`config.mk`:
```
export PLATFORM = sky130hd
export DESIGN_NAME = halton_index_decoder
export DESIGN_NICKNAME = d
export VERILOG_FILES = /design/src/rtl/halton_index_decoder.sv
export SDC_FILE = /design/constraint.sdc
export NUM_CORES = 2
export LEC_CHECK = 0
export ABC_AREA = 1
export CAP_MARGIN = 20
export CORE_MARGIN = 2
export CORE_UTILIZATION = 60
export CTS_BUF_LIST = sky130_fd_sc_hd__clkbuf_2 sky130_fd_sc_hd__clkbuf_4 sky130_fd_sc_hd__clkbuf_8
export CTS_CLUSTER_DIAMETER = 40
export DETAILED_ROUTE_END_ITERATION = 16
export PLACE_DENSITY = 0.82
export SYNTH_ARGS = -nofsm -noshare
export SYNTH_HDL_FRONTEND = slang
export SYNTH_SLANG_ARGS = --single-unit
```
`constraint.sdc`:
```
create_clock -name clk -period 11.2 [get_ports clk]
set_input_delay 1.68 -clock clk [delete_from_list [all_inputs] [get_ports clk]]
set_output_delay 1.68 -clock clk [all_outputs]
set_load 0.05 [all_outputs]
```
`src/rtl/halton_index_decoder.sv`:
```
// halton_index_decoder
//
// Recovers the sequence index k from one 2-D fixed-point Halton point
// (bases 2 and 3) by digit reversal, one digit per cycle per lane.
// Also flags inputs outside each lane's scaled range and reports whether
// the two lanes decoded to different indices.
//
// Ports:
//   clk          sole clock, rising edge
//   rst          asynchronous active-high reset
//   in_valid     a point is offered on halton_in_0/1
//   in_ready     decoder can accept a point (IDLE only)
//   halton_in_0  base-2 scaled value, legal range [0, 2^SCALE_0)
//   halton_in_1  base-3 scaled value, legal range [0, 3^SCALE_1)
//   out_valid    decoded result is presented (DONE)
//   out_ready    consumer accepts the result
//   k_out_0      index recovered from lane 0
//   k_out_1      index recovered from lane 1
//   range_err    bit j set when lane j input >= base_j^SCALE_j
//   mismatch     k_out_0 != k_out_1 (meaningful while out_valid)
module halton_index_decoder #(
    parameter int SCALE_0 = 11,
    parameter int SCALE_1 = 7
) (
    input  logic        clk,
    input  logic        rst,
    input  logic        in_valid,
    output logic        in_ready,
    input  logic [31:0] halton_in_0,
    input  logic [31:0] halton_in_1,
    output logic        out_valid,
    input  logic        out_ready,
    output logic [31:0] k_out_0,
    output logic [31:0] k_out_1,
    output logic [1:0]  range_err,
    output logic        mismatch
);

    // 3^n evaluated at elaboration time for the lane-1 range limit.
    function automatic logic [63:0] pow3(input int n);
        logic [63:0] acc;
        acc = 64'd1;
        for (int i = 0; i < n; i++) begin
            acc = acc * 64'd3;
        end
        return acc;
    endfunction

    // Exact floor(v/3) for any 32-bit v: 0xAAAAAAAB = (2^33 + 1) / 3.
    function automatic logic [31:0] div3(input logic [31:0] v);
        logic [63:0] prod;
        prod = {32'd0, v} * 64'hAAAA_AAAB;
        return 32'(prod >> 33);
    endfunction

    localparam int              MAX_SCALE = (SCALE_0 > SCALE_1) ? SCALE_0 : SCALE_1;
    localparam int              CW        = 5;
    localparam logic [63:0]     LIMIT_0   = 64'd1 << SCALE_0;
    localparam logic [63:0]     LIMIT_1   = pow3(SCALE_1);
    localparam logic [CW-1:0]   STEPS_0   = CW'(SCALE_0);
    localparam logic [CW-1:0]   STEPS_1   = CW'(SCALE_1);
    localparam logic [CW-1:0]   LAST_CNT  = CW'(MAX_SCALE - 1);

    typedef enum logic [1:0] {
        IDLE = 2'd0,
        RUN  = 2'd1,
        DONE = 2'd2
    } state_t;

    state_t        state_r;
    logic [CW-1:0] cnt_r;
    logic [31:0]   rem0_r;
    logic [31:0]   rem1_r;
    logic [31:0]   k0_r;
    logic [31:0]   k1_r;
    logic [1:0]    err_r;
    logic          in_ready_r;
    logic          out_valid_r;

    logic [31:0]   q1_s;
    logic [31:0]   d1_s;
    logic [1:0]    err_s;

    // Base-3 digit extraction and range check on the raw inputs.
    always_comb begin
        q1_s     = div3(rem1_r);
        d1_s     = rem1_r - (q1_s * 32'd3);
        err_s[0] = ({32'd0, halton_in_0} >= LIMIT_0);
        err_s[1] = ({32'd0, halton_in_1} >= LIMIT_1);
    end

    // Control FSM plus both digit-reversal datapaths; all outputs registered.
    always_ff @(posedge clk or posedge rst) begin
        if (rst) begin
            state_r     <= IDLE;
            cnt_r       <= {CW{1'b0}};
            rem0_r      <= 32'd0;
            rem1_r      <= 32'd0;
            k0_r        <= 32'd0;
            k1_r        <= 32'd0;
            err_r       <= 2'b00;
            in_ready_r  <= 1'b1;
            out_valid_r <= 1'b0;
        end else begin
            case (state_r)
                IDLE: begin
                    if (in_valid && in_ready_r) begin
                        rem0_r     <= halton_in_0;
                        rem1_r     <= halton_in_1;
                        err_r      <= err_s;
                        k0_r       <= 32'd0;
                        k1_r       <= 32'd0;
                        cnt_r      <= {CW{1'b0}};
                        in_ready_r <= 1'b0;
                        state_r    <= RUN;
                    end else begin
                        in_ready_r <= 1'b1;
                    end
                end
                RUN: begin
                    // Input LSB digit becomes the most significant digit of k.
                    if (cnt_r < STEPS_0) begin
                        k0_r   <= {k0_r[30:0], rem0_r[0]};
                        rem0_r <= rem0_r >> 1;
                    end
                    if (cnt_r < STEPS_1) begin
                        k1_r   <= (k1_r * 32'd3) + d1_s;
                        rem1_r <= q1_s;
                    end
                    cnt_r <= cnt_r + {{(CW-1){1'b0}}, 1'b1};
                    if (cnt_r == LAST_CNT) begin
                        out_valid_r <= 1'b1;
                        state_r     <= DONE;
                    end
                end
                DONE: begin
                    if (out_ready) begin
                        out_valid_r <= 1'b0;
                        in_ready_r  <= 1'b1;
                        state_r     <= IDLE;
                    end
                end
                default: begin
                    out_valid_r <= 1'b0;
                    in_ready_r  <= 1'b1;
                    state_r     <= IDLE;
                end
            endcase
        end
    end

    assign in_ready  = in_ready_r;
    assign out_valid = out_valid_r;
    assign k_out_0   = k0_r;
    assign k_out_1   = k1_r;
    assign range_err = err_r;
    assign mismatch  = (k0_r != k1_r);

endmodule
```
==> impl_results.rst <==
.. list-table::
   :header-rows: 1

   * - Metric
     - Value
   * - Commonest cells post-synth
     - 933 x inv_1, 510 x nand2_1, 448 x fa_1, 393 x ha_1, 249 x nor2_1
   * - Data arrival time at the worst-slack endpoint
     - 11.12 ns
   * - Total number of vias
     - 24,200
   * - Global-route total usage across every layer
     - 40.0%
   * - Summed negative setup slack over all endpoints
     - 0 ns
   * - Mean instance size in the synthesized netlist
     - 8.21 µm²
   * - Final GP Congestion
     - 1.09
   * - Number of warnings printed during yosys synthesis
     - 0
   * - Vias in the first global route
     - 25,300
   * - Clk_lat worst skew
     - 0.51 ns
   * - Kind of critical path
     - reg -> reg
   * - Max cap viols
     - 0
   * - Worst slew pin tran
     - 1.08 ns
   * - ANT cells
     - 0
   * - Largest fanout on the critical path
     - 8
   * - Sequential area share after synthesis
     - 12.3%
   * - Dominant cell by count in the synthesized netlist
     - inv_1
   * - Post-route DRC violation count
     - 0
   * - Worst clock skew
     - 0.0182 ns
   * - Largest net degree at the start of global routing
     - 129
   * - Initial standard-cell utilization of the core
     - 60.9%
   * - Net count of the finished layout
     - 4,519
   * - Number of synthesized flops with an enable pin
     - 0
   * - Beginning of the critical path
     - rem1_r[3]
   * - Biggest area consumer among synthesized cells
     - fa_1
   * - DR WL met3
     - 9610 µm
   * - Root buffer cell
     - clkbuf_8
   * - Length of routed wiring on met1
     - 36,300 µm
   * - Worst setup EP type
     - flop
   * - Pre-CTS setup slack
     - 0.349 ns
   * - Syn Std Cell Area
     - 0.0284 mm²
   * - DR top layer
     - met5
   * - Unique cell type count in the Yosys netlist
     - 55
   * - TritonCTS clock tree
     - built
   * - Cell types with the largest area share after synthesis
     - fa_1 32%, ha_1 17%, inv_1 12%
   * - Die boundary width
     - 222 µm
   * - Sort of element at the start of the critical path
     - flop
   * - Length of routed met2 wiring
     - 42,500 µm
   * - Final global-route overflow total
     - 0
   * - Maximum clock insertion buffer count
     - 2
   * - Syn-to-layout area delta
     - 9.32%
   * - Largest stage delay, worst path
     - 0.58 ns
   * - Global-route wire length before repair
     - 146,000 µm
   * - Detailed placement HPWL
     - 82,800 µm
   * - Class of the worst hold path
     - reg -> reg
   * - Status
     - finished, final reports clean
   * - Post-CTS setup buffer count
     - 0
   * - Fraction of final layout cells with drive strength greater than 1
     - 4.69%
   * - Count of final setup violators
     - 0
   * - Routed via count divided by cell count
     - 5.73
   * - Highest-delay cell along the critical path
     - dfrtp_1
   * - Total die area
     - 0.0491 mm²
   * - Number of hold violations in the final report
     - 0
   * - Detailed-routing iteration count for the pre-antenna-repair pass
     - 6
   * - Startpoint of the lowest-slack register-to-register path
     - rem1_r[3]
   * - Initial antenna violation count
     - 2
   * - Async SR Flop Fraction
     - 100%
   * - Achievable Freq
     - 0.0932 GHz
   * - Post-synth net total
     - 4,369
   * - Number of H-tree branching levels
     - 4
   * - Relative slew slack
     - 27.8%
   * - Dominant synthesized flop cell
     - dfrtp_1
   * - Cells after synthesis
     - 3,460
   * - Slew Viols, Final
     - 0
   * - Clock net sink count
     - 139
   * - Ports placed on the boundary
     - 137
   * - Placeable core region
     - 0.0467 mm²
   * - Portion of synthesized cell area occupied by the leading cell type
     - 31.6%
   * - Number of hold buffers added after cts
     - 0
   * - Clock edge transition at the registers on the reported setup and hold paths
     - 0.10 ns
   * - Clock buffer count from CTS
     - 17
   * - Routed wire length per instance
     - 22.6 µm
   * - Final Worst Setup Slack
     - 0.470 ns
   * - CP Data Required Time
     - 11.59 ns
   * - Die height
     - 222 µm
   * - DRT Wirelength
     - 95,400 µm
   * - Final period demand of the worst path
     - 10.73 ns
   * - Final clock period utilization by the worst path
     - 95.8%
   * - Port Buffer Count
     - 136
   * - Initial DRC count
     - 2,060
   * - Worst Min Path Start
     - range_err[0]
   * - Flop and latch count out of synthesis
     - 139
   * - Final cell utilization of the core
     - 66.5%
   * - Remaining antenna violation count after routing
     - 0
   * - Unrepaired setup endpoints after global routing
     - no
   * - Rows
     - 79
==> layout make-up <==
cell class / count / area [µm²]
Clock inverter: 14 / 143
Timing Repair Buffer: 175 / 1650
Sequential cell: 139 / 3480
Multi-Input combinational cell: 2322 / 21200
Clock buffer: 18 / 248
Inverter: 955 / 3590
Tap cell: 607 / 759
Fill cell: 3982 / 15600
==> layer usage <==
| layer | vias to the layer above | track usage, % |
|---|---|---|
| li1 | 10900 | - |
| met1 | 11700 | 50.3 |
| met2 | 1286 | 63.2 |
| met3 | 355 | 9.67 |
| met4 | 2 | 23.2 |
| met5 | - | 0 |
==> state kept, by name, summed over array words and instances (netlist names) <==
register / cells
range_err: 2
rem0_r: 32
state_r: 2
k_out_1: 32
cnt_r: 5
out_valid: 1
k_out_0: 32
rem1_r: 32
in_ready: 1
==> placed cells by master, fill, tap and decap left out, types with 36 or more instances in the layout <==
master / synthesis / routed
a31oi_1: 38 / 37
xnor2_1: 36 / 36
clkdlybuf4s50_1: 0 / 136
nand3_1: 117 / 117
a21oi_1: 120 / 120
inv_1: 933 / 932
nor2_1: 249 / 249
fa_1: 448 / 448
dfrtp_1: 138 / 138
ha_1: 393 / 393
nand2_1: 510 / 510
o21ai_0: 132 / 132
buf_4: 3 / 39
==> worst max-delay path, delay by kind of cell, from the launching register on <==
family	cells	cell delay [ns]
fa+ha+maj	13	6.06
compound gates	11	2.36
xor+xnor	2	0.72
buf+inv	9	0.60
flops	1	0.58
simple gates	2	0.28
==> path summary, 6_finish.rpt <==
kind	cells after the start	end	slack [ns]
min	2	range_err[0]	0.52
min reg2reg	2	range_err[0]	0.52
min in group asynchronous	2	rem0_r[6]	1.68
max reg2reg	37	k_out_1[29]	0.47
max in group asynchronous	3	k_out_1[27]	8.05
max	37	k_out_1[29]	0.47
==> through the flow <==
| step | cell area [µm²] | hold WS, ns | cells |
|---|---|---|---|
| floorplan | 28400 | 0.479 | 3460 |
| global placement | 30600 | 0.478 | 4198 |
| detailed placement | 30600 | 0.493 | 4198 |
| CTS | 31000 | 0.521 | 4230 |
| global route | 31000 | 0.571 | 4230 |
| finish | 31000 | 0.516 | 4230 |
==> what timing repair did <==
item                                    4_1_cts  5_1_grt
endpoints found under the setup margin        0       10
resized for setup                             0        2
hold endpoints to repair                      0        0
==> cell families after synthesis <==
family	Yosys count	synth area share, %
compound gates	405	8.06
flops	139	12.3
fa+ha+maj	841	48.9
simple gates	1010	15.4
buf+inv	999	13.3
xor+xnor	66	2.12
Power is not shown: default switching activity piles up to over one toggle a cycle in this logic, so the estimate is an artifact.
